$ cat config.mk
export PLATFORM = sky130hd
export DESIGN_NAME = mdu_ctrl_flat
export DESIGN_NICKNAME = d
export VERILOG_FILES = /design/src/rtl/mdu_ctrl_if.sv /design/src/rtl/mdu_ctrl.sv /design/src/flat_wrapper.sv
export SDC_FILE = /design/constraint.sdc
export NUM_CORES = 1
export LEC_CHECK = 0
export CORE_MARGIN = 5
export CORE_UTILIZATION = 55
export DETAILED_ROUTE_END_ITERATION = 6
export PLACE_DENSITY = 0.77
export RECOVER_POWER = 50
export REMOVE_ABC_BUFFERS = 1
export SYNTH_ARGS = -nofsm -noshare
export SYNTH_HDL_FRONTEND = slang
export SYNTH_SLANG_ARGS = --single-unit
$ cat constraint.sdc
create_clock -name clk -period 6.55 [get_ports clk]
set_input_delay 1.31 -clock clk [delete_from_list [all_inputs] [get_ports clk]]
set_output_delay 1.31 -clock clk [all_outputs]
set_load 0.01 [all_outputs]
$ cat src/rtl/mdu_ctrl_if.sv
// mdu_ctrl_if: execute-stage bundle between the pipeline and the HI/LO
// multiply/divide controller.
//   mdu_opE  : HI/LO-class operation held in E (3-bit code)
//   srcaE    : rs operand after forwarding
//   srcbE    : rt operand after forwarding
//   flushE   : E-stage flush
//   stallE   : stall request to the hazard unit
//   busy     : iteration engine running
//   hi_o/lo_o: architectural HI/LO registers
// master = pipeline side, slave = mdu_ctrl.
interface mdu_ctrl_if;
    logic [2:0]  mdu_opE;
    logic [31:0] srcaE;
    logic [31:0] srcbE;
    logic        flushE;
    logic        stallE;
    logic        busy;
    logic [31:0] hi_o;
    logic [31:0] lo_o;

    modport master (
        output mdu_opE, srcaE, srcbE, flushE,
        input  stallE, busy, hi_o, lo_o
    );

    modport slave (
        input  mdu_opE, srcaE, srcbE, flushE,
        output stallE, busy, hi_o, lo_o
    );
endinterface

$ cat src/rtl/mdu_ctrl.sv
// mdu_ctrl: multiply/divide controller for the MIPS execute stage.
// Runs a 32-iteration shift-add multiplier or restoring divider on operand
// magnitudes, holds the instruction in E via stallE until the result is
// ready, then commits HI/LO. MTHI/MTLO write in a single cycle.
// Ports:
//   clk : clock
//   rst : asynchronous active-high reset
//   bus : mdu_ctrl_if.slave (mdu_opE, srcaE, srcbE, flushE in;
//         stallE, busy, hi_o, lo_o out)
module mdu_ctrl (
    input  logic     clk,
    input  logic     rst,
    mdu_ctrl_if.slave bus
);

    typedef enum logic [2:0] {
        OP_NONE  = 3'b000,
        OP_MULT  = 3'b001,
        OP_MULTU = 3'b010,
        OP_DIV   = 3'b011,
        OP_DIVU  = 3'b100,
        OP_MTHI  = 3'b101,
        OP_MTLO  = 3'b110,
        OP_RSVD  = 3'b111
    } mdu_op_t;

    typedef enum logic [1:0] {
        IDLE,
        RUN,
        DONE
    } state_t;

    state_t      state;
    state_t      state_nx;
    mdu_op_t     op;

    logic [31:0] a_reg;      // multiplicand / dividend shift register
    logic [31:0] b_reg;      // multiplier shift register / divisor
    logic [63:0] acc;        // product, or {remainder, quotient}
    logic [4:0]  cnt;
    logic        div_mode;
    logic        neg_main;   // negate product / quotient
    logic        neg_rem;    // negate remainder
    logic [31:0] hi_q;
    logic [31:0] lo_q;

    logic        is_md;
    logic        is_div;
    logic        is_signed;
    logic        div_zero;
    logic        start;
    logic        mt_hi_wr;
    logic        mt_lo_wr;
    logic        last;
    logic [31:0] a_abs;
    logic [31:0] b_abs;

    logic [32:0] mul_sum;
    logic [63:0] mul_nx;
    logic [32:0] div_rsh;
    logic [32:0] div_diff;
    logic        div_qbit;
    logic [31:0] div_rem;
    logic [63:0] div_nx;
    logic [63:0] prod_fin;
    logic [31:0] quot_fin;
    logic [31:0] rem_fin;

    assign op = mdu_op_t'(bus.mdu_opE);

    // ---------------- decode ----------------
    always_comb begin
        is_md     = 1'b0;
        is_div    = 1'b0;
        is_signed = 1'b0;
        case (op)
            OP_MULT:  begin is_md = 1'b1; is_signed = 1'b1; end
            OP_MULTU: begin is_md = 1'b1; end
            OP_DIV:   begin is_md = 1'b1; is_div = 1'b1; is_signed = 1'b1; end
            OP_DIVU:  begin is_md = 1'b1; is_div = 1'b1; end
            default:  begin end
        endcase
    end

    // A divide by zero never starts, so it never stalls and leaves HI/LO alone.
    assign div_zero = is_div && (bus.srcbE == '0);
    assign start    = (state == IDLE) && is_md && !bus.flushE && !div_zero;
    assign mt_hi_wr = (state == IDLE) && (op == OP_MTHI) && !bus.flushE;
    assign mt_lo_wr = (state == IDLE) && (op == OP_MTLO) && !bus.flushE;
    assign last     = (state == RUN) && (cnt == 5'd31) && !bus.flushE;

    // 32-bit magnitudes: |0x80000000| stays 0x80000000 as an unsigned value.
    assign a_abs = (is_signed && bus.srcaE[31]) ? (32'd0 - bus.srcaE) : bus.srcaE;
    assign b_abs = (is_signed && bus.srcbE[31]) ? (32'd0 - bus.srcbE) : bus.srcbE;

    // ---------------- iteration step ----------------
    // Multiply: add the multiplicand into the upper half when the current
    // multiplier bit is set, then shift the whole accumulator right.
    always_comb begin
        mul_sum = {1'b0, acc[63:32]} + (b_reg[0] ? {1'b0, a_reg} : 33'd0);
        mul_nx  = {mul_sum, acc[31:1]};
    end

    // Divide: shift the next dividend bit into the partial remainder and
    // subtract the divisor if it fits; the quotient bit enters acc[0].
    always_comb begin
        div_rsh  = {acc[63:32], a_reg[31]};
        div_diff = div_rsh - {1'b0, b_reg};
        div_qbit = (div_rsh >= {1'b0, b_reg});
        div_rem  = div_qbit ? div_diff[31:0] : div_rsh[31:0];
        div_nx   = {div_rem, acc[30:0], div_qbit};
    end

    // Sign fix-up of the final step's result, committed at the RUN->DONE edge.
    always_comb begin
        prod_fin = neg_main ? (64'd0 - mul_nx) : mul_nx;
        quot_fin = neg_main ? (32'd0 - div_nx[31:0]) : div_nx[31:0];
        rem_fin  = neg_rem  ? (32'd0 - div_nx[63:32]) : div_nx[63:32];
    end

    // ---------------- FSM ----------------
    always_ff @(posedge clk or posedge rst) begin
        if (rst) begin
            state <= IDLE;
        end else begin
            state <= state_nx;
        end
    end

    always_comb begin
        state_nx   = state;
        bus.stallE = 1'b0;
        bus.busy   = 1'b0;
        case (state)
            IDLE: begin
                if (start) begin
                    state_nx = RUN;
                end
                bus.stallE = start;
            end
            RUN: begin
                bus.stallE = 1'b1;
                bus.busy   = 1'b1;
                if (bus.flushE) begin
                    state_nx = IDLE;
                end else if (cnt == 5'd31) begin
                    state_nx = DONE;
                end
            end
            DONE: begin
                state_nx = IDLE;
            end
            default: begin
                state_nx = IDLE;
            end
        endcase
    end

    // ---------------- datapath ----------------
    always_ff @(posedge clk or posedge rst) begin
        if (rst) begin
            a_reg    <= '0;
            b_reg    <= '0;
            acc      <= '0;
            cnt      <= '0;
            div_mode <= 1'b0;
            neg_main <= 1'b0;
            neg_rem  <= 1'b0;
        end else if (start) begin
            a_reg    <= a_abs;
            b_reg    <= b_abs;
            acc      <= '0;
            cnt      <= '0;
            div_mode <= is_div;
            neg_main <= is_signed && (bus.srcaE[31] ^ bus.srcbE[31]);
            neg_rem  <= is_signed && is_div && bus.srcaE[31];
        end else if (state == RUN) begin
            cnt <= cnt + 5'd1;
            if (div_mode) begin
                acc   <= div_nx;
                a_reg <= {a_reg[30:0], 1'b0};
            end else begin
                acc   <= mul_nx;
                b_reg <= {1'b0, b_reg[31:1]};
            end
        end
    end

    // ---------------- HI/LO ----------------
    always_ff @(posedge clk or posedge rst) begin
        if (rst) begin
            hi_q <= '0;
            lo_q <= '0;
        end else if (last) begin
            if (div_mode) begin
                hi_q <= rem_fin;
                lo_q <= quot_fin;
            end else begin
                hi_q <= prod_fin[63:32];
                lo_q <= prod_fin[31:0];
            end
        end else begin
            if (mt_hi_wr) begin
                hi_q <= bus.srcaE;
            end
            if (mt_lo_wr) begin
                lo_q <= bus.srcaE;
            end
        end
    end

    assign bus.hi_o = hi_q;
    assign bus.lo_o = lo_q;

endmodule

$ cat src/flat_wrapper.sv
// flat-port wrapper written by rule: the top's interface ports become plain ports
module mdu_ctrl_flat 
  (clk, rst, bus_mdu_opE, bus_srcaE, bus_srcbE, bus_flushE, bus_stallE, bus_busy, bus_hi_o, bus_lo_o);
  mdu_ctrl_if bus_i ();
  input  logic clk;
  input  logic rst;
  input wire logic [$bits(bus_i.mdu_opE)-1:0] bus_mdu_opE;
  input wire logic [$bits(bus_i.srcaE)-1:0] bus_srcaE;
  input wire logic [$bits(bus_i.srcbE)-1:0] bus_srcbE;
  input wire logic [$bits(bus_i.flushE)-1:0] bus_flushE;
  output wire logic [$bits(bus_i.stallE)-1:0] bus_stallE;
  output wire logic [$bits(bus_i.busy)-1:0] bus_busy;
  output wire logic [$bits(bus_i.hi_o)-1:0] bus_hi_o;
  output wire logic [$bits(bus_i.lo_o)-1:0] bus_lo_o;
  assign bus_i.mdu_opE = bus_mdu_opE;
  assign bus_i.srcaE = bus_srcaE;
  assign bus_i.srcbE = bus_srcbE;
  assign bus_i.flushE = bus_flushE;
  assign bus_stallE = bus_i.stallE;
  assign bus_busy = bus_i.busy;
  assign bus_hi_o = bus_i.hi_o;
  assign bus_lo_o = bus_i.lo_o;
  mdu_ctrl u_core (.clk(clk), .rst(rst), .bus(bus_i));
endmodule
; ---- Word level (Yosys, flattened, before mapping)
; Cells that the tools add are included.
[word_totals]
reg_bits = 202
inputBits = 70
out_inout_bits = 66
elab_cells = 93
[op_classes]
addsub = 8
magnitude_cmp = 1
eq_ne = 11
n_mux = 33
bitwise_logic = 1
n_reduce_logical = 29
[ops]
columns = cell, count
row1 = $mux W32, 18
row2 = $mux W64, 4
row3 = $sub A1 B32 Y32 const A, 4
row4 = $sub A1 B64 Y64 const A, 1
row5 = $add A32 B32 Y33, 1
row6 = $ge A33 B32 Y1, 1
row7 = $logic_not A32 Y1, 1
row8 = $sub A32 B32 Y32, 1
row9 = $logic_and A1 B1 Y1, 15
row10 = $mux W5, 2
row11 = $eq A3 B3 Y1 const B, 3
row12 = $reduce_bool A2 Y1, 4
row13 = $eq A3 B2 Y1 const B, 2
row14 = $mux W2, 3
row15 = $reduce_and A2 Y1, 3
row16 = $add A5 B1 Y5 const B, 1
row17 = $eq A5 B5 Y1 const B, 1
row18 = $mux W1, 4
row19 = $pmux W2 S2, 1
row20 = $reduce_or A2 Y1, 2
row21 = $reduce_or A4 Y1, 1
row22 = $eq A3 B1 Y1 const B, 1
row23 = $ne A3 B3 Y1 const B, 1
row24 = $eq A2 B1 Y1 const B, 1
row25 = other kinds (6), 7

; ---- Logic depth before layout (Yosys ltp)
; Gate-level depths: netlist (run 1).
[depth]
depth_word = 8
ltp_mapped = 24
depth_no_buf = 19

; ---- Worst setup path after synthesis (run 1)
; OpenSTA, ideal clock, no wires.
[synth_timing]
path_kind = input -> output
startpoint = input port bus_srcbE[6]
endpoint = output port bus_stallE
arrival_time_ps = 4695
t_required_ps = 5240
slack_ps = 545
cell_stages = 11
n_path_buf = 2
cell_sequence = or4_1 -> or4_1 -> or2_2 -> nor3_1 -> nand3_1 -> nor4_1 -> a211oi_1 -> o21ai_1 -> clkbuf_1 -> clkbuf_1 -> nand2_1
[synth_between]
elab_chain_len = 5
[synth_lines]
columns = item, line_no
row1 = from (decl), flat_wrapper.sv:9  ; input wire logic [$bits(bus_i.srcbE)-1:0] bus_srcbE;
row2 = $logic_not A32 Y1, mdu_ctrl.sv:86  ; assign div_zero = is_div && (bus.srcbE == '0);
row3 = $logic_and A1 B1 Y1, mdu_ctrl.sv:86
row4 = $logic_not A1 Y1, mdu_ctrl.sv:87  ; assign start = (state == IDLE) && is_md && !bus.flushE && !div_zero;
row5 = $logic_and A1 B1 Y1, mdu_ctrl.sv:87
row6 = $pmux W1 S2, mdu_ctrl.sv:134  ; case (state)
row7 = to (decl), flat_wrapper.sv:11  ; output wire logic [$bits(bus_i.stallE)-1:0] bus_stallE;
; No other way between the ends.

; ---- Worst setup path in the final report (run 1)
; Same ends and word-level chain as after synthesis.

==> results.toml, run 1 <==
[logic_synthesis]
syn_area_um2 = 19000
synth_cell_types = 87
synth_seq_cells = 202
yosysWarnings = 0
synth_edf_count = 0
ys.flop_type = "dfrtp_1"
synth.avg_cell_area_um2 = 7.58
seq_area_frac_synth = 0.266
synth_cells = 2506
async_flop_share = 1.00

[cts]
path_clk_slew_ns = 0.06
cts_max_level = 1
clock_latency_ns = 0.57
cts_setup_buffers = 0
clock_sinks = 202
postCtsHoldBufs = 0
cts_tree = "done"
cts.path.max_buffers = 3
cts_root_buffer = "clkbuf_16"
cts_buffers = 26
ctsResizeCount = 0

[pwr]
power_density_nw_per_um2 = 515
seq_power_share = 0.211
p_leak_uw = 0.00925
ir_worst_vdd_mv = 0.368
p_clk_frac = 0.131
sw_frac_of_total = 0.516
combPwrFrac = 0.658
switchingPower_uw = 5720
p_int_uw = 5370

[place]
dp_cells = 2975
io_buffers = 135
dp_hpwl_mm = 47.7
place_congestion = 0.965
place_ws_ns = 0.289

[flow_run]
maxCapViolCount = 2

[grt]
grt_pass1_vias = 18300
grt_usage = 0.319
grt-ovfl-total = 0
antenna_found_initial = 2
grt_max_degree = 121
grt_pass1_wl_mm = 101

[routing]
drt_iter0_markers = 1775
drc = 0
viasPerCell = 6.43
routedWlPerCell_um = 20.9
postRouteAntennaNets = 0
drt_first_pass_iters = 7
num_vias = 19400
wirelength_mm = 63.4

[sta]
setup_viol = 0
worst_slack_ns = 0.276
tightest_slew_ns = 2.76
maxSlewViolCount = 162
slew_headroom = -0.842
rsz0062_at_grt = "no"
hold_viol_final = 0
period_needed_ns = 6.27
fin_crit_sh = 0.958
fin_skew_ns = 0.0156
max_freq_mhz = 159

[cells_and_area]
layout_common_cells = "276 x nor2_1, 272 x nand2_1, 240 x a21oi_1"
syn_to_final_growth_pct = 13.4
largest_reg_flops = 64
nets = 2692
drive_gt1_frac = 0.0572
layout_commonest_cell = "nor2_1"
regMostFlops = "u_core.acc"
final_cells = 3026

[die]
dieArea_um2 = 38400
die_y_um = 196
die_width_um = 196
core_um2 = 34300
num_rows = 68
ios = 136
initial_utilization = 0.554

[hold_path]
hold_class = "flip-flop to flip-flop"

[worst_setup_path]
critPathArrivalTime_ns = 4.96
critPathLaunchType = "input pin"
crit_required_ns = 5.24
max_stage_delay_ns = 0.62
critPathCaptureType = "output pin"
path_buf_inv = 3
cp_top_family = "simple AND/OR/NAND/NOR gates"
path_class = "input pin to output pin"
cp_max_fo = 5
crit_path_cell_trace = "clkdlybuf4s50_1 -> or4_1 -> or4_1 -> or2_2 -> nor3_1 -> nand3_1 -> nor4_1 -> buf_4 -> a211oi_1 -> o21ai_4 -> nand2_1 -> clkdlybuf4s50_1"
crit_slowest_cell = "or4_1"

[run_status]
status = "finished with violations"
violations = "capacitance limit, slew limit"
==> tightest hold or removal path: stages (launching register included) <==
cell     delay (ns)
dfrtp_1        0.34
nand2_1        0.05
o21ai_0        0.06
==> cells by family after synthesis <==
group,Yosys count,share of synthesized area
buffers and inverters,237,0.0483
AND/OR/NAND/NOR,886,0.221
XOR/XNOR,199,0.0917
AO/OA/AOI/OAI,793,0.262
flip-flops,202,0.266
adder cells (fa/ha/maj),74,0.0495
multiplexers,115,0.0619
==> routing by layer <==
| layer | vias up | global-route usage | wire length, um |
|---|---|---|---|
| li1 | 9183 | - | - |
| met1 | 9318 | 0.450 | 27900 |
| met2 | 796 | 0.501 | 28500 |
| met3 | 149 | 0.0526 | 4810 |
| met4 | 0 | 0.107 | 2200 |
| met5 | - | 0 | 0 |
==> power by group through the flow <==
stage / clock (uW) / sequential (uW) / combinational [uW]
2_1_floorplan: 0 / 2240 / 5100
3_3_place_gp: 0 / 2320 / 7040
3_5_place_dp: 0 / 2340 / 7160
4_1_cts: 1470 / 2320 / 7210
5_1_grt: 1530 / 2400 / 8030
6_report: 1460 / 2340 / 7300
==> cells in the mapped netlist (15+ instances only) <==
cell type  count  area share
and2_1        51       0.017
a21o_1        25      0.0099
a31oi_1       15      0.0049
xor2_1       125       0.058
or4_1         18      0.0071
nor3_1        49       0.013
a211oi_1      87       0.034
xnor2_1       74       0.034
buf_1         19      0.0038
or3_1         32       0.011
nand4_1       27      0.0089
o21ai_0      208       0.055
o41ai_1       17      0.0078
o21a_1        16      0.0063
o31ai_1       33       0.013
and3_1        20      0.0066
nand3_1       40       0.011
a21oi_1      242       0.064
o211ai_1      37       0.015
ha_1          72       0.047
nor4_1        26      0.0086
clkbuf_1     141       0.028
nor2_1       276       0.055
dfrtp_1      202        0.27
inv_1         64       0.013
nand2_1      273       0.054
mux2i_1      104       0.055
==> path summary, 6_finish.rpt <==
kind | cells after the start | startpoint | endpoint | slack, ns
worst max-delay path | 12 | bus_srcbE[6] | bus_stallE | 0.28
worst max register to register | 13 | u_core.b_reg[0] | u_core.bus.hi_o[30] | 0.92
worst min register to register | 2 | u_core.b_reg[1] | u_core.b_reg[1] | 0.49
max in group asynchronous | 3 | rst | u_core.neg_main | 1.15
min in group asynchronous | 2 | rst | u_core.cnt[0] | 2.10
worst min-delay path | 2 | u_core.b_reg[1] | u_core.b_reg[1] | 0.49
==> metrics by stage <==
step | instance area (um^2) | hold WS, ns | util | total power [uW] | TNS [ns]
6_report | 21600 | 0.493 | 0.629 | 11100 | 0
5_1_grt | 21500 | 0.516 | 0.628 | 12000 | 0
4_1_cts | 21600 | 0.500 | 0.629 | 11000 | 0
3_5_place_dp | 20700 | 0.487 | 0.604 | 9500 | 0
3_3_place_gp | 20700 | 0.471 | 0.604 | 9370 | 0
2_1_floorplan | 18300 | 0.450 | - | 7340 | -181.27
==> cell type report <==
class / count / area (um^2)
well taps: 455 / 569
flip-flops and latches: 202 / 5060
diodes: 3 / 7.51
multi-input cells: 2067 / 13100
clock inverters: 9 / 88.8
repair buffers: 186 / 1730
clock buffers: 39 / 769
fillers: 3019 / 12700
inverters: 65 / 248
No activity file was read; power rests on OpenSTA's default activity.
==> run 2: changes to the inputs <==
--- a/config.mk
+++ b/config.mk
@@ -5,10 +5,11 @@
 export SDC_FILE = /design/constraint.sdc
 export NUM_CORES = 1
 export LEC_CHECK = 0
+export ABC_CLOCK_PERIOD_IN_PS = 6550
 export CORE_MARGIN = 5
-export CORE_UTILIZATION = 55
+export CORE_UTILIZATION = 40
 export DETAILED_ROUTE_END_ITERATION = 6
-export PLACE_DENSITY = 0.77
+export PLACE_DENSITY = 0.59
 export RECOVER_POWER = 50
 export REMOVE_ABC_BUFFERS = 1
 export SYNTH_ARGS = -nofsm -noshare
==> run 2 against run 1 <==
  * Largest power group unchanged
  * Final area grew 0.75%
  * Fmax increased by 1.0%
  * Combinational power is essentially flat
  * The run ends with DRC, capacitance limit, slew limit left
  * Largest cell class unchanged
==> results.toml, run 2 (same netlist as run 1, synthesis figures left out) <==
[run_status]
status = "finished with violations"
violations = "DRC, capacitance limit, slew limit"

[die]
initial_utilization = 0.406
dieArea_um2 = 52000
die_y_um = 228
ios = 136
num_rows = 79
die_width_um = 228
core_um2 = 46800

[sta]
fin_crit_sh = 0.948
max_freq_mhz = 161
slew_headroom = -0.688
maxSlewViolCount = 205
hold_viol_final = 0
period_needed_ns = 6.21
tightest_slew_ns = 2.52
final.setup.tns_ns = 0
setup_viol = 0
fin_skew_ns = 0.0320
rsz0062_at_grt = "no"

[cells_and_area]
drive_gt1_frac = 0.0547
diodes = 0
layout_commonest_cell = "nor2_1"
layout_common_cells = "276 x nor2_1, 272 x nand2_1, 240 x a21oi_1"
largest_reg_flops = 64
regMostFlops = "u_core.acc"
nets = 2686
syn_to_final_growth_pct = 14.3
num-fill-cells = 4702
final_core_util = 0.464

[routing]
postRouteAntennaNets = 0
drc = 5
drt_first_pass_iters = 7
wirelength_mm = 66.3
drt_iter0_markers = 1595
routedWlPerCell_um = 20.9
viasPerCell = 6.00
num_vias = 19000

[worst_setup_path]
max_stage_delay_ns = 0.61
critPathCaptureType = "output pin"
critPathArrivalTime_ns = 4.90
path_buf_inv = 3
critPathLaunchType = "input pin"
crit_slowest_cell = "or4_1"
cp_max_fo = 5
crit_path_cell_trace = "clkdlybuf4s50_1 -> or4_1 -> or4_1 -> or2_2 -> nor3_1 -> nand3_1 -> nor4_2 -> buf_4 -> a211oi_1 -> o21ai_4 -> nand2_1 -> clkdlybuf4s50_1"
path_class = "input pin to output pin"
cp_top_family = "simple AND/OR/NAND/NOR gates"
crit_required_ns = 5.24
regToRegSetupSlack_ns = 0.95

[place]
dp_hpwl_mm = 50.6
place_congestion = 0.908
io_buffers = 135

[cts]
clock_sinks = 202
cts_tree = "done"
ctsResizeCount = 0
cts.path.max_buffers = 3
cts_max_level = 1
postCtsHoldBufs = 0
path_clk_slew_ns = 0.06
cts_setup_buffers = 0
cts_buffers = 26
clock_latency_ns = 0.56
cts_root_buffer = "clkbuf_16"

[pwr]
combPwrFrac = 0.658
switchingPower_uw = 5740
p_leak_uw = 0.00922
sw_frac_of_total = 0.515
power_density_nw_per_um2 = 513
ir_worst_vdd_mv = 0.259
p_clk_frac = 0.130
seq_power_share = 0.212
p_int_uw = 5400

[flow_run]
maxCapViolCount = 2

[grt]
grt_usage = 0.242
grt_pass1_wl_mm = 103
antenna_found_initial = 3
grt_max_degree = 152
grt_pass1_vias = 18000
grt-ovfl-total = 0

[hold_path]
hold_class = "flip-flop to flip-flop"
[run 2: cell types whose count changed in the layout (fill, tap and decap cells not counted), moves of 2 or more]
| cell | change |
|---|---|
| dlygate4sd3_1 | -25 |
| clkbuf_8 | -3 |
| clkdlybuf4s50_1 | +25 |
| buf_12 | +2 |
| clkinvlp_4 | -4 |
| diode_2 | -3 |
| clkinv_2 | +2 |
| buf_4 | -7 |
[run 2: cell type report]
type	instances	area, um^2	share of cell area
tap	607	759	0.0350
clock inverter	8	90.1	0.00415
sequential	202	5060	0.233
clock buffer	38	757	0.0349
multi-input combinational	2067	13100	0.603
inverter	65	245	0.0113
timing repair buffer	180	1710	0.0789
[run 2: worst paths after layout]
path                            cells past startpoint                  end             start
worst max-delay path                               12           bus_stallE      bus_srcbE[6]
worst min-delay path                                2     u_core.a_reg[10]  u_core.a_reg[10]
worst max register to register                     20  u_core.bus.hi_o[28]    u_core.acc[33]
worst min register to register                      2     u_core.a_reg[10]  u_core.a_reg[10]
max in group asynchronous                           3      u_core.div_mode               rst
min in group asynchronous                           2      u_core.b_reg[0]               rst
[run 2: worst min-delay path, cell delays in order (launching register included)]
cell	delay [ns]
dfrtp_1	0.36
nand2_1	0.05
o21ai_0	0.06
[run 2: layer usage]
metal  track usage  up-vias  routed length, um
li1              -     9193                  -
met1         0.348     9179              31300
met2         0.384      515              29700
met3        0.0307      108               3110
met4        0.0728        0               2120
met5             0        -                  0
[run 2: through the flow]
stage	area [um^2]	instances	hold slack (ns)	power, uW	setup WS [ns]
floorplan	18300	2334	0.450	7340	-2.91
global placement	20900	3121	0.468	9540	0.473
detailed placement	20900	3121	0.486	9630	0.271
CTS	21700	3167	0.505	11100	0.246
global route	21700	3167	0.532	12100	0.104
finish	21700	3167	0.503	11100	0.339
[run 2: power groups by stage]
stage,logic (uW),clock network [uW],registers (uW)
floorplan,5100,0,2240
global placement,7180,0,2360
detailed placement,7250,0,2370
CTS,7300,1490,2350
global route,8120,1540,2430
finish,7330,1450,2360
